$ cat src/rtl/mousetrap_pkg.sv
// mousetrap_pkg
//   Shared constants for the MOUSETRAP pipeline stage and its matched-delay
//   buffer.
//   MT_DATA_W_DEFAULT     : default bundled-data width
//   MT_DONE_DELAY_DEFAULT : default matched delay on the done event (cycles)
//   MT_DONE_DELAY_MAX     : largest supported matched delay (cycles)
//   mt_clamp_delay()      : folds a requested delay into 1..MT_DONE_DELAY_MAX
package mousetrap_pkg;

  localparam int unsigned MT_DATA_W_DEFAULT     = 8;
  localparam int unsigned MT_DONE_DELAY_DEFAULT = 2;
  localparam int unsigned MT_DONE_DELAY_MAX     = 64;

  function automatic int unsigned mt_clamp_delay(input int unsigned d);
    if (d < 1) begin
      return 1;
    end
    if (d > MT_DONE_DELAY_MAX) begin
      return MT_DONE_DELAY_MAX;
    end
    return d;
  endfunction

endpackage

$ cat src/rtl/mt_delay_line.sv
// mt_delay_line
//   Matched-delay buffer for two-phase handshake wires: a DELAY-stage shift
//   register that clears to 0 on asynchronous active-low reset.
//   Ports:
//     clk  : clock, shifts on rising edge
//     rstn : asynchronous active-low reset, clears every stage
//     din  : wire to delay
//     dout : din delayed by DELAY cycles
//   Parameter DELAY must be at least 1.
module mt_delay_line #(
  parameter int unsigned DELAY = 2
) (
  input  logic clk,
  input  logic rstn,
  input  logic din,
  output logic dout
);

  logic [DELAY-1:0] sr;

  // Stage-by-stage loop rather than a concatenated shift so DELAY=1 elaborates
  // without a zero-width slice.
  always_ff @(posedge clk or negedge rstn) begin
    if (!rstn) begin
      sr <= '0;
    end else begin
      sr[0] <= din;
      for (int unsigned i = 1; i < DELAY; i++) begin
        sr[i] <= sr[i-1];
      end
    end
  end

  assign dout = sr[DELAY-1];

endmodule

$ cat src/rtl/mousetrap_stage.sv
// mousetrap_stage
//   Clocked MOUSETRAP-style two-phase pipeline stage. A one-bit done register
//   and a DATA_W data register share a local enable en = XNOR(done, ackN):
//   the stage is open once downstream has acknowledged its last event.
//   Ports:
//     clk     : clock, all state updates on the rising edge
//     rstn    : asynchronous active-low reset
//     reqN    : two-phase request from upstream (one toggle per event)
//     ackN    : two-phase acknowledge from downstream
//     datain  : bundled data, valid when reqN toggles
//     doneN   : two-phase request to downstream
//     ackNm1  : two-phase acknowledge to upstream (same as doneN)
//     dataout : captured data
//   Build option MOUSETRAP_DONE_DELAY_EN: doneN/ackNm1 come from a
//   DONE_DELAY-cycle mt_delay_line on the done register; otherwise DONE_DELAY
//   is ignored.
module mousetrap_stage
  import mousetrap_pkg::*;
#(
  parameter int unsigned DATA_W     = MT_DATA_W_DEFAULT,
  parameter int unsigned DONE_DELAY = MT_DONE_DELAY_DEFAULT
) (
  input  logic              clk,
  input  logic              rstn,
  input  logic              reqN,
  input  logic              ackN,
  input  logic [DATA_W-1:0] datain,
  output logic              doneN,
  output logic              ackNm1,
  output logic [DATA_W-1:0] dataout
);

  logic              done_q;
  logic [DATA_W-1:0] data_q;
  logic              en;

  // Enable always tracks the undelayed done so the stage reopens as soon as
  // the acknowledge for its own latest capture arrives.
  assign en = ~(done_q ^ ackN);

  always_ff @(posedge clk or negedge rstn) begin
    if (!rstn) begin
      done_q <= 1'b0;
      data_q <= '0;
    end else if (en) begin
      done_q <= reqN;
      data_q <= datain;
    end
  end

`ifdef MOUSETRAP_DONE_DELAY_EN
  localparam int unsigned DLY = mt_clamp_delay(DONE_DELAY);

  logic done_dly;

  mt_delay_line #(
    .DELAY(DLY)
  ) u_done_dly (
    .clk (clk),
    .rstn(rstn),
    .din (done_q),
    .dout(done_dly)
  );

  assign doneN = done_dly;
`else
  logic unused_done_delay;
  assign unused_done_delay = (DONE_DELAY != 0);

  assign doneN = done_q;
`endif

  assign ackNm1  = doneN;
  assign dataout = data_q;

endmodule

$ cat config.mk
export PLATFORM = sky130hd
export DESIGN_NAME = mousetrap_stage
export DESIGN_NICKNAME = d
export VERILOG_FILES = /design/src/rtl/mousetrap_pkg.sv /design/src/rtl/mt_delay_line.sv /design/src/rtl/mousetrap_stage.sv
export SDC_FILE = /design/constraint.sdc
export NUM_CORES = 1
export LEC_CHECK = 0
export ABC_AREA = 1
export CAP_MARGIN = 25
export CORE_AREA = 2 2 39 41
export DETAILED_ROUTE_END_ITERATION = 6
export DIE_AREA = 0 0 41 43
export GPL_TIMING_DRIVEN = 0
export HOLD_SLACK_MARGIN = 0.05
export SLEW_MARGIN = 20
export SYNTH_ARGS = -nofsm -noshare
export SYNTH_HDL_FRONTEND = slang
export SYNTH_SLANG_ARGS = --single-unit
$ cat constraint.sdc
create_clock -name clk -period 1 [get_ports clk]
set_input_delay 0.2 -clock clk [delete_from_list [all_inputs] [get_ports clk]]
set_output_delay 0.2 -clock clk [all_outputs]
set_load 0.03 [all_outputs]
==> run metrics, run 1 <==
clock input transition at the sequential cells of the worst setup and hold paths=0.06 ns; count of nets left with antenna violations after detail routing=0; synthesized net count=54; relative max-transition margin=0.724; total die area=1760 sq um; max-capacitance violation count=0; global-route usage over all layers=0.124; final worst path period share=1.11; initial antenna violation count=0; transition time at the pin with the least slew margin=0.412 ns; Cell Chain, Critical Path=buf_6, buf_6; area of all sequential standard cells=226 sq um; clock sink total=9; total wirelength of the detailed-routed design=1.02 mm; DRC=0; core box area=1380 sq um; Tot Pwr=0.00137 W; combined area of the multi-input logic cells=174 sq um; placement-stage worst setup slack=-0.327 ns; setup clock skew after layout=0.00445 ns; Syn Area/Cell=9.15 sq um; warnings from Yosys=0; mux share of post-synthesis cell area=0; count of fill cells added during filler insertion=131; Min Hold Slack=0.243 ns; part of the Yosys area used for sequential elements=0.586; element type at the critical path start=flop; endpoints failing setup=6; average vias per placed instance=4.43; overflow left after global routing=0; number of buffers created by CTS=3; critical path required time=0.80 ns; proportion of layout cells with a drive suffix above 1=0.378; final weighted congestion in routability-driven placement=0.623; arrival time at the worst endpoint=0.91 ns; TritonCTS clock tree=built; Initial DRT Pass Iterations=4; layout overhead on the synthesized area=95.1%; ratio of total power to cell area=1820 nW/um^2; starting density of the core=0.278; worst skew pair latency=0.25 ns; most used cell along the critical path=sky130_fd_sc_hd__buf_6; site row count=14; maximum number of pins on one net before global-route repair=11; Root Buffer Master=sky130_fd_sc_hd__clkbuf_4; type of the setup path with the least slack=flop to output port; maximum clock frequency=0.902 GHz; setup repair after global routing missed its margin=yes; DP Wirelength=619 um; Hold Crit Class=input pin to async pin; H-Tree Level Count=1; IR drop worst, VDD=0.817 mV; gate count of the mapped netlist=42; XOR/XNOR Fraction of Synth Area=0; leakage power=0.387 nW; number of design-rule violations left by the first detailed-router iteration=9; Period minus WS final=1.11 ns; wire per inst=11.3 um; via count of the first global-routing pass=358; compound-cell area share of the yosys netlist=0; DR vias=399; Synth Cell Area=384 sq um; number of top-level pins=22; final net count=87; cell at the slowest stage of the critical path=sky130_fd_sc_hd__dfrtp_2; final instance count without filler cells=90; wire length of the first global-routing pass=1.45 mm; adder and majority gate portion of the synthesized area=0; final slew viol count=0; Inst Count DP=79; largest stage delay on the critical path=0.42 ns; Post-Synth Simple-Gate Area=0.345; Port-buffer cells=21; nature of the critical path endpoint=output port; Yosys reg bits=9; status=finished with violations; maximum fanout along the worst path=3; final total negative setup slack=-0.176 ns; height of the die=43 um; width of the die=41 um; dominant combinational cell family by area after synthesis=simple AND/OR/NAND/NOR gates; final critical-path setup slack=-0.109 ns; Final Hold Fails=0; hold bufs inserted after CTS=0; diodes inserted=0; buffer depth of the longest clock path=2; violations in the final reports=setup timing; distinct cell type count of the synthesized netlist=8
-- state kept, by name, summed over array words and instances, names as in the netlist --
signal and count:
ackNm1 1, dataout 8
-- cell type report --
type	count	area share
Multi-Input combinational cell	30	0.232
Clock buffer	4	0.0351
Inverter	2	0.0167
Sequential cell	9	0.302
Buffer	2	0.0301
Tap cell	16	0.0267
Timing Repair Buffer	27	0.357
-- layer usage --
metal,part of all wire,track usage,wire length [um],up-vias
met4,0,0.0800,0,0
met5,0,0,0,-
met1,0.41,0.152,413,179
met3,0.10,0.0366,106,0
met2,0.49,0.178,499,24
li1,-,-,-,196
-- final timing paths --
kind,startpoint,to,depth (start not counted),slack [ns]
max reg2reg,ackNm1,dataout[7],6,-0.01
min in group clk,ackN,dataout[4],4,0.47
min reg2reg,dataout[5],dataout[5],2,0.49
min,rstn,dataout[1],1,0.24
max,ackNm1,doneN,2,-0.11
max in group asynchronous,rstn,ackNm1,1,0.44
-- per-stage QoR --
stage / utilization / area (sq um)
global placement: 0.445 / 616
global route: 0.542 / 749
CTS: 0.480 / 664
detailed placement: 0.445 / 616
finish: 0.542 / 749
floorplan: - / 385
-- synth_stat cells --
cell	count	area, sq um
sky130_fd_sc_hd__nand2_4	1	11.3
sky130_fd_sc_hd__nand3_1	9	45.0
sky130_fd_sc_hd__dfrtp_1	9	225
sky130_fd_sc_hd__buf_4	1	7.51
sky130_fd_sc_hd__inv_1	2	7.51
sky130_fd_sc_hd__nand2_1	17	63.8
sky130_fd_sc_hd__nand2_2	2	12.5
sky130_fd_sc_hd__buf_6	1	11.3
-- what timing repair did --
item,4_1_cts,5_1_grt
setup buffers,1,4
gates cloned,0,2
pin swaps,1,4
resized for setup,71,10
hold endpoints to repair,0,0
endpoints found under the setup margin,10,19
-- report_power, final --
| part | internal, W | leakage (nW) | switching [W] |
|---|---|---|---|
| Sequential | 0.000433 | 0.108 | 0.0000498 |
| Combinational | 0.000293 | 0.264 | 0.000323 |
| Clock | 0.000153 | 0.0150 | 0.000116 |
| Total | 0.000879 | 0.387 | 0.000489 |
-- critical path, delay by kind of cell, from the launching register on --
family   cells  cell delay, ns
flops        1            0.42
buf+inv      2            0.24
-- cells in the final DEF, fill, tap and decap left out, types with 2 or more instances in the layout --
| cell | instances |
|---|---|
| sky130_fd_sc_hd__clkdlybuf4s50_1 | 10 |
| sky130_fd_sc_hd__nand2_4 | 2 |
| sky130_fd_sc_hd__dfrtp_1 | 8 |
| sky130_fd_sc_hd__clkbuf_4 | 3 |
| sky130_fd_sc_hd__nand2_8 | 2 |
| sky130_fd_sc_hd__nand2_1 | 16 |
| sky130_fd_sc_hd__nand3_1 | 9 |
| sky130_fd_sc_hd__buf_6 | 12 |
| sky130_fd_sc_hd__buf_4 | 5 |
-- cell families after synthesis --
logic type,Yosys count
flops,9
buf+inv,4
simple gates,29
Note: power is estimated with default switching activity, not from simulation.
==> run 2, diff against run 1 <==
--- a/config.mk
+++ b/config.mk
@@ -10,6 +10,7 @@
 export CORE_AREA = 2 2 39 41
 export DETAILED_ROUTE_END_ITERATION = 6
 export DIE_AREA = 0 0 41 43
+export GPL_ROUTABILITY_DRIVEN = 0
 export GPL_TIMING_DRIVEN = 0
 export HOLD_SLACK_MARGIN = 0.05
 export SLEW_MARGIN = 20
==> results of run 2 <==
The final DEF is identical to that of run 1; final timing and power are the same.
==> run 3, diff against run 2 <==
--- a/config.mk
+++ b/config.mk
@@ -17,3 +17,4 @@
 export SYNTH_ARGS = -nofsm -noshare
 export SYNTH_HDL_FRONTEND = slang
 export SYNTH_SLANG_ARGS = --single-unit
+export TNS_END_PERCENT = 50
==> run 3 against run 2 <==
- the run still ends with setup timing left
- worst setup slack better by 0.0057 ns
- critical path depth unchanged
- count of clock-buffer cells in the layout unchanged
- global-route usage unchanged
- critical path type unchanged
- critical endpoint unchanged
==> run metrics, run 3 (synthesis gave the netlist of run 1 again) <==
total die area=1760 sq um (unchanged); relative max-transition margin=0.729 (+0.00455); most frequent cells in the layout=16 x sky130_fd_sc_hd__nand2_1, 11 x sky130_fd_sc_hd__buf_6, 10 x sky130_fd_sc_hd__clkdlybuf4s50_1; buffer depth of the longest clock path=2 (unchanged); utilization of the core after routing=0.515 (-0.0262); post-route standard cell area excluding fillers=713 sq um (-4.8%); layout overhead on the synthesized area=85.7%; via count of the first global-routing pass=358 (unchanged); wire length of the first global-routing pass=1.45 mm (unchanged); setup repair after global routing missed its margin=yes; Initial DRT Pass Iterations=4 (unchanged); final slew viol count=0 (unchanged); number of design-rule violations left by the first detailed-router iteration=3 (-6); switching share of power=0.364 (+0.00642); DR vias=380 (-4.8%); final worst path period share=1.10 (-0.00572); status=finished with violations; clock input transition at the sequential cells of the worst setup and hold paths=0.06 ns (about the same); DRC=0 (unchanged); Root Buffer Master=sky130_fd_sc_hd__clkbuf_4; Final Hold Fails=0 (unchanged); Port-buffer cells=21 (unchanged); type of the setup path with the least slack=flop to output port; area of all sequential standard cells=226 sq um (unchanged); count of fill cells added during filler insertion=135 (+3.1%); core box area=1380 sq um (unchanged); endpoints failing setup=4 (-2); initial antenna violation count=0 (unchanged); violations in the final reports=setup timing; overflow left after global routing=0 (unchanged); site row count=14 (unchanged); number of buffers created by CTS=3 (unchanged); Period minus WS final=1.10 ns (-0.00572 ns); clock network fraction of total power=0.205 (+0.008); setup slack of the worst register-to-register path=0 ns (about the same); H-Tree Level Count=1 (unchanged); internal power=0.000835 W (-5.0%); width of the die=41 um (unchanged); number of flip-flops under the largest register name=8 (unchanged); DP Wirelength=619 um (unchanged); final net count=83 (-4.6%); nature of the critical path endpoint=output port; final total negative setup slack=-0.151 ns (+0.0249 ns); Hold Crit Class=input pin to async pin; diodes inserted=0 (unchanged); count of nets left with antenna violations after detail routing=0 (unchanged); transition time at the pin with the least slew margin=0.406 ns (-0.00680 ns); proportion of layout cells with a drive suffix above 1=0.343 (-0.0355); critical path required time=0.80 ns (about the same); final critical-path setup slack=-0.103 ns (+0.00572 ns); height of the die=43 um (unchanged); switching power of the nets=0.000478 W (-2.3%); instance area after placement=616 sq um (unchanged); launching point of the worst reg2reg path=ackNm1; maximum fanout along the worst path=3 (unchanged); most common cell after layout, fill and taps aside=sky130_fd_sc_hd__nand2_1; Critical R2R Capture=dataout[7]; Reg power frac=0.366 (+0.013); Comb pwr share=0.429 (-0.021); IR drop worst, VDD=0.822 mV (+0.68%); R2R cell count=5 (-1); max-capacitance violation count=0 (unchanged); leakage power=0.366 nW (-5.6%); TritonCTS clock tree=built; element type at the critical path start=flop; ratio of total power to cell area=1840 nW/um^2 (+0.85%); combined area of the multi-input logic cells=174 sq um (unchanged); maximum clock frequency=0.907 GHz (+0.52%); clock sink total=9 (unchanged); worst skew pair latency=0.25 ns (about the same); starting density of the core=0.278 (unchanged); average vias per placed instance=4.42 (-0.33%); setup clock skew after layout=0.00494 ns (+0.000487 ns); wire per inst=11.3 um (+0.13%); number of top-level pins=22 (unchanged); arrival time at the worst endpoint=0.90 ns (about the same); maximum number of pins on one net before global-route repair=11 (unchanged); total wirelength of the detailed-routed design=975 um (-4.3%); global-route usage over all layers=0.124 (unchanged)
## run 3: cell count changes in the layout (fill, tap and decap cells not counted)
cell,delta
sky130_fd_sc_hd__buf_6,-1
sky130_fd_sc_hd__buf_4,-4
sky130_fd_sc_hd__buf_2,+1
## run 3: worst max-delay path by stage
stage | slack, ns | to | start | depth (start not counted)
2_1_floorplan | 0.01 | dataout[0] | ackNm1 | 5
3_3_place_gp | -0.33 | doneN | ackNm1 | 2
3_5_place_dp | -0.33 | doneN | ackNm1 | 2
4_1_cts | -0.11 | doneN | ackNm1 | 2
5_1_grt | -0.14 | doneN | ackNm1 | 2
6_report | -0.10 | doneN | ackNm1 | 2
## run 3: power groups by stage
stage | Clock (W) | Combinational [W] | Sequential (W)
3_5_place_dp | 0 | 0.000490 | 0.000476
4_1_cts | 0.000284 | 0.000518 | 0.000480
5_1_grt | 0.000311 | 0.000606 | 0.000489
2_1_floorplan | 0 | 0.000131 | 0.000612
3_3_place_gp | 0 | 0.000486 | 0.000476
6_report | 0.000269 | 0.000563 | 0.000481
## run 3: repair_timing
item                       4_1_cts  5_1_grt
cloned                           0        2
gates resized for setup         67       12
pin swaps                        1        3
hold buffers                     0        0
setup endpoints to repair       10       19
setup buffers                    1        0
## run 3: per-layer routing
metal / track usage / wire, um / vias up
li1: - / - / 189
met1: 0.152 / 418 / 175
met2: 0.178 / 473 / 16
met3: 0.0366 / 83 / 0
met4: 0.0800 / 0 / 0
met5: 0 / 0 / -
## run 3: layout make-up
type	instances	area share
Sequential cell	9	0.318
Tap cell	16	0.0281
Timing Repair Buffer	23	0.325
Clock buffer	4	0.0368
Buffer	2	0.0316
Inverter	2	0.0175
Multi-Input combinational cell	30	0.244
## run 3: critical path, cell delays in order (launching register included)
cell and delay (ns):
sky130_fd_sc_hd__dfrtp_2 0.41, sky130_fd_sc_hd__buf_6 0.12, sky130_fd_sc_hd__buf_6 0.12
## run 3: stage by stage
stage	cells	hold WS, ns	setup WS (ns)	total power [W]
2_1_floorplan	42	-0.0956	0.0124	0.000743
3_3_place_gp	79	0.454	-0.326	0.000962
3_5_place_dp	79	0.457	-0.327	0.000966
4_1_cts	84	0.243	-0.113	0.00128
5_1_grt	86	0.264	-0.137	0.00141
6_report	86	0.241	-0.103	0.00131
==> patch 1 (settings of run 1) <==
Set the package constant `MT_DATA_W_DEFAULT` to 12 (it was 8).
--- a/src/rtl/mousetrap_pkg.sv
+++ b/src/rtl/mousetrap_pkg.sv
@@ -7,7 +7,7 @@
 //   mt_clamp_delay()      : folds a requested delay into 1..MT_DONE_DELAY_MAX
 package mousetrap_pkg;
 
-  localparam int unsigned MT_DATA_W_DEFAULT     = 8;
+  localparam int unsigned MT_DATA_W_DEFAULT     = 12;
   localparam int unsigned MT_DONE_DELAY_DEFAULT = 2;
   localparam int unsigned MT_DONE_DELAY_MAX     = 64;
 
Ports: changed (resized datain and dataout); port bits go from 22 to 30. No check against the original RTL was run, so the function may have changed too.
==> patch 1 against run 1 <==
  * The run still ends with negative setup slack left
  * Wire length increased by 28%
  * Sequential cell count is 4 higher
  * Setup slack worse by 0.031 ns
  * Area after synthesis up 42%
  * First-iteration DRC count is 56% lower
  * Die area did not move
  * Critical path depth unchanged
  * Count of clock-buffer cells in the layout unchanged
  * Via count is 34% higher
  * Total power grew 34%
  * Design area up 33%
==> patch 1: results (changes against run 1) <==
| Metric | Value |
|---|---|
| Hold Path Class | primary input to asynchronous set/reset pin |
| Violated checks | negative setup slack |
| Synth top area cells | dfrtp_1, nand2_1, nand3_1 |
| Detailed Route Iter0 Violations | 4 (-5) |
| Setup ws final | -0.140 ns (-0.0312 ns) |
| Wire per inst | 11.1 µm (-2.3%) |
| Register clock-pin slew on the reported worst setup and hold paths | 0.08 ns (+0.02 ns) |
| Worst vdd ir | 962 µV (+18%) |
| Clk root buf | clkbuf_4 |
| Final Hold Fails | 0 (unchanged) |
| Routability cong. | 0.656 (+5.2%) |
| Final #Nets | 119 (+37%) |
| Latest clock arrival within the worst-skew pair | 0.27 ns (+0.02 ns) |
| Initial antenna violation count | 0 (unchanged) |
| Worst hold slack | 0.293 ns (+0.0492 ns) |
| Pre-CTS WS | -0.372 ns (-0.0454 ns) |
| Post-synth EDFFs | 0 (unchanged) |
| Compound-Gate Fraction of Synth Area | 0% (unchanged) |
| NetSw | 0.000651 W (+33%) |
| TritonRoute pass-1 iters | 4 (unchanged) |
| Synth Flop Type | dfrtp_1 |
| FF-to-FF Start | ackNm1 |
| Vias/cell | 4.54 (+2.5%) |
| GRT Total Usage | 17.7% (+5.4 points) |
| Adder-cell share of the synthesized area | 0% (unchanged) |
| Mux contribution to synthesized area | 0% (unchanged) |
| Post-synthesis xor/xnor area fraction | 0% (unchanged) |
| Dpl hpwl | 854 µm (+38%) |
| Vias in the first global route | 439 (+23%) |
| FF-to-FF setup slack | -0.09 ns (-0.08 ns) |
| CTS buffer count | 3 (unchanged) |
| Diode count | 0 (unchanged) |
| Largest fanout on the critical path | 3 (unchanged) |
| Final setup vio count | 24 (+18) |
| Share of cells above drive strength 1 | 35.3% (-2.5 points) |
| Syn Nets | 76 (+41%) |
| Post-synth cell types | 8 (unchanged) |
| Most frequent cells after synthesis | nand2_1, dfrtp_1, nand3_1 |
| Pleak | 0.523 nW (+35%) |
| First-pass GRT wire length | 2030 µm (+40%) |
| PortBufs | 29 (+38%) |
| Fin Clk Skew | 0.00332 ns (-0.00114 ns) |
| Yosys warnings | 0 (unchanged) |
| Max_slew headroom | 61.0% (-11 points) |
| Fillers | 118 (-9.9%) |
| Total negative setup slack | -1.24 ns (-1.06 ns) |
| Seq/Total Area, Yosys | 59.8% (+1.1 points) |
| Largest net degree at the start of global routing | 14 (+3) |
| Bufs on Longest Clock Path | 2 (unchanged) |
| Reg-to-Reg End | dataout[3] |
| Async S/R FF share, synth | 100% (unchanged) |
| Max FFs per register | 12 (+4) |
| Status | finished with violations |
==> patch 1: cell types whose count changed in the layout (fill, tap and decap cells not counted), sizes merged <==
cell	run 1	this run
dfrtp	9	13
buf	18	27
dlymetal6s2s	1	0
clkdlybuf4s50	10	15
nand3	9	13
nand2	21	28
==> patch 1: worst max-delay path by stage <==
| stage | startpoint | endpoint | depth (start not counted) |
|---|---|---|---|
| 2_1_floorplan | ackNm1 | dataout[0] | 6 |
| 3_3_place_gp | ackNm1 | doneN | 2 |
| 3_5_place_dp | ackNm1 | doneN | 2 |
| 4_1_cts | ackNm1 | doneN | 2 |
| 5_1_grt | ackNm1 | doneN | 2 |
| 6_report | ackNm1 | doneN | 2 |
==> patch 1: power by group through the flow <==
stage | Clock, W | Combinational, W | Sequential [W]
after floorplan | 0 | 0.000187 | 0.000887
after global placement | 0 | 0.000694 | 0.000686
after detailed placement | 0 | 0.000699 | 0.000688
after CTS | 0.000341 | 0.000819 | 0.000692
after global routing | 0.000363 | 0.000874 | 0.000702
final | 0.000321 | 0.000817 | 0.000691
==> patch 1: repair_timing <==
action / 4_1_cts / 5_1_grt
cloned: 2 / 0
setup endpoints to repair: 24 / 27
resized for setup: 103 / 2
pin swaps: 2 / 0
setup buffers: 7 / 0
==> patch 1: kinds of logic (layout without fill, tap and decap cells) <==
kind of cell           count (synthesis)  count (layout)
DFF                                   13              13
buffers and inverters                  6              48
and+or+nand+nor                       41              41
==> patch 1: final cells by class <==
| cell class | count | area, µm² | area share (%) |
|---|---|---|---|
| sequential | 13 | 327 | 32.7 |
| timing repair buffer | 38 | 380 | 38.0 |
| tap | 16 | 20.0 | 2.00 |
| clock buffer | 4 | 26.3 | 2.63 |
| buffer | 4 | 41.3 | 4.13 |
| inverter | 2 | 7.51 | 0.751 |
| multi-input combinational | 41 | 198 | 19.8 |
==> patch 1: routing by layer <==
| layer | up-vias | GRT usage [%] | part of all wire, % |
|---|---|---|---|
| met5 | - | 0 | 0 |
| met4 | 0 | 12.0 | 0.77 |
| met3 | 2 | 3.14 | 5.1 |
| met2 | 17 | 24.1 | 50 |
| met1 | 242 | 24.7 | 44 |
| li1 | 275 | - | - |
==> patch 1: critical path: stages, from the launching register on <==
cell	delay, ns
dfrtp_2	0.43
buf_6	0.12
buf_6	0.12
==> patch 1: per-stage QoR <==
stage | power, W | std cells | cell area, µm²
after CTS | 0.00185 | 118 | 991
after global routing | 0.00194 | 118 | 1000
after detailed placement | 0.00139 | 105 | 866
final | 0.00183 | 118 | 1000
after floorplan | 0.00107 | 60 | 556
after global placement | 0.00138 | 105 | 866
==> patch 2 (flow settings as in run 1) <==
Without the edit above. Reset style: synchronous (`rstn`), changed in one clocked block. Comments in the files are not updated.
--- a/src/rtl/mousetrap_stage.sv
+++ b/src/rtl/mousetrap_stage.sv
@@ -38,7 +38,7 @@
   // the acknowledge for its own latest capture arrives.
   assign en = ~(done_q ^ ackN);
 
-  always_ff @(posedge clk or negedge rstn) begin
+  always_ff @(posedge clk) begin
     if (!rstn) begin
       done_q <= 1'b0;
       data_q <= '0;
Formal check against the unedited RTL: differs if rstn is asserted again (counterexample within 4 cycles, from zero or initial values and one cycle with rstn low); with rstn held inactive, the same outputs for 10 cycles.
==> patch 2 against run 1 <==
  * The run still ends with negative setup slack left
  * Synthesized cell count increased by 43%
  * Area after synthesis increased by 9.4%
  * Design area decreased by 9.3%
  * Wire length decreased by 7.9%
  * Register-to-register slack got worse by 0.02 ns
  * Sequential cell count unchanged
  * First-iteration DRC count decreased by 56%
  * Die area unchanged
  * Setup slack improved by 0.045 ns
  * Hold slack got worse by 0.0076 ns
Power is not compared: it rests on default switching activity, and its combinational part moved more than twofold at a synthesized area within 25%.
==> patch 2: results (changes against run 1) <==
| Metric | Value |
|---|---|
| Status | finished with violations |
| Violated checks | negative setup slack |
| First-pass GRT wire length | 1350 µm (-6.7%) |
| # resized after CTS | 60 (-15%) |
| GRT Total Usage | 12.2% (-0.16 points) |
| Detailed Route Iter0 Violations | 4 (-5) |
| Non-clock buffering overhead | 34.1% (-4.7 points) |
| Syn Inst Count | 60 (+43%) |
| Setup ws final | -0.0641 ns (+0.0447 ns) |
| DP Cell Count | 96 (+22%) |
| Slowest stage delay, CP | 0.37 ns (-0.05 ns) |
| Worst r2r path cells | 5 (-1) |
| Routed Wire Length | 939 µm (-7.9%) |
| Routability cong. | 0.682 (+9.4%) |
| Largest fanout on the critical path | 5 (+2) |
| Met3 wire length | 56 µm (-47%) |
| Sequential cell area | 185 µm² (-18%) |
| Nonclk inv count | 10 (+8) |
| Final #Nets | 97 (+11%) |
| Met1 Use GR | 13.7% (-1.6 points) |
| Final setup vio count | 5 (-1) |
| Met3 Use GR | 4.71% (+1.0 points) |
| Clock-cell share of area | 3.87% (+0.36 points) |
| Vias/cell | 4.25 (-4.1%) |
| Pre-CTS WS | -0.382 ns (-0.0553 ns) |
| Top sig layer | met4 |
| Fillers | 154 (+18%) |
| Dpl hpwl | 667 µm (+7.7%) |
| Seq/Total Area, Yosys | 42.9% (-16 points) |
| Synth top area cells | dfxtp_1, a21oi_1, nand3_1 |
| Fin Clk Skew | 0.00347 ns (-0.000983 ns) |
| TritonRoute pass-1 iters | 3 (-1) |
| CP max-delay cell | dfxtp_4 |
| Post-CTS Setup Bufs | 0 (-1) |
| PortBufs | 20 (-4.8%) |
| Vias in the first global route | 326 (-8.9%) |
| Non-CTS buffers | 24 (-17%) |
| M1 WL | 434 µm (+5.1%) |
| Async S/R FF share, synth | 0% (-100 points) |
| FF-to-FF Start | ackNm1 |
| Largest net degree at the start of global routing | 17 (+6) |
| Post-synth cell types | 11 (+3) |
| Routed via count | 425 (+6.5%) |
| Most frequent cells after synthesis | inv_1, a21oi_1, dfxtp_1, nand2_1, nor2_1 |
| GR Layer Usage met2 | 17.2% (-0.63 points) |
| Hold Path Class | primary input to register |
| Max_slew headroom | 88.7% (+16 points) |
| Footprint of the multi-input gates | 179 µm² (+2.9%) |
| Reg-to-Reg End | dataout[1] |
| Yosys warnings | 0 (unchanged) |
| Multi-In Gates | 37 (+23%) |
| Seq Cell Count | 9 (unchanged) |
| Syn Nets | 72 (+33%) |
==> patch 2: cell count changes in the layout (fill, tap and decap cells not counted), sizes merged <==
cell,change
nand2,-10
a21oi,+9
dfrtp,-9
dfxtp,+9
nor2,+9
inv,+8
buf,-4
clkdlybuf4s50,-1
dlygate4sd2,+1
dlymetal6s2s,-1
nand3,-1
==> patch 2: cell families (layout without fill, tap and decap cells) <==
group	count (synthesis)	after routing	synth area share [%]
simple gates	28	28	28.6
buf+inv	14	38	17.9
compound gates	9	9	10.7
flops	9	9	42.9
==> patch 2: power breakdown <==
part / internal [W] / total (W) / leakage [nW] / switching [W]
Clock: 0.000154 / 0.000287 / 0.0150 / 0.000133
Sequential: 0.000390 / 0.000412 / 0.0758 / 0.0000221
Combinational: 0.000134 / 0.000280 / 0.261 / 0.000146
Total: 0.000678 / 0.000979 / 0.352 / 0.000301
==> patch 2: metrics by stage <==
stage | setup TNS, ns | area (µm²) | hold slack, ns | total power (W) | utilization [%]
after floorplan | 0 | 424 | 0.316 | 0.000571 | -
after global placement | -4.76 | 644 | 0.458 | 0.000687 | 46.6
after detailed placement | -4.94 | 644 | 0.473 | 0.000691 | 46.6
after CTS | -0.0881 | 637 | 0.238 | 0.000964 | 46.0
after global routing | -0.662 | 679 | 0.248 | 0.00104 | 49.1
final | -0.138 | 679 | 0.236 | 0.000979 | 49.1
==> patch 2: how the worst max path moves through the flow <==
stage           start          to  slack [ns]  cells after the start
2_1_floorplan  ackNm1  dataout[4]        0.02                      6
3_3_place_gp     ackN  dataout[3]       -0.36                      7
5_1_grt        ackNm1       doneN        -0.1                      2
4_1_cts        ackNm1       doneN       -0.07                      2
3_5_place_dp     ackN  dataout[3]       -0.38                      7
6_report       ackNm1       doneN       -0.06                      2
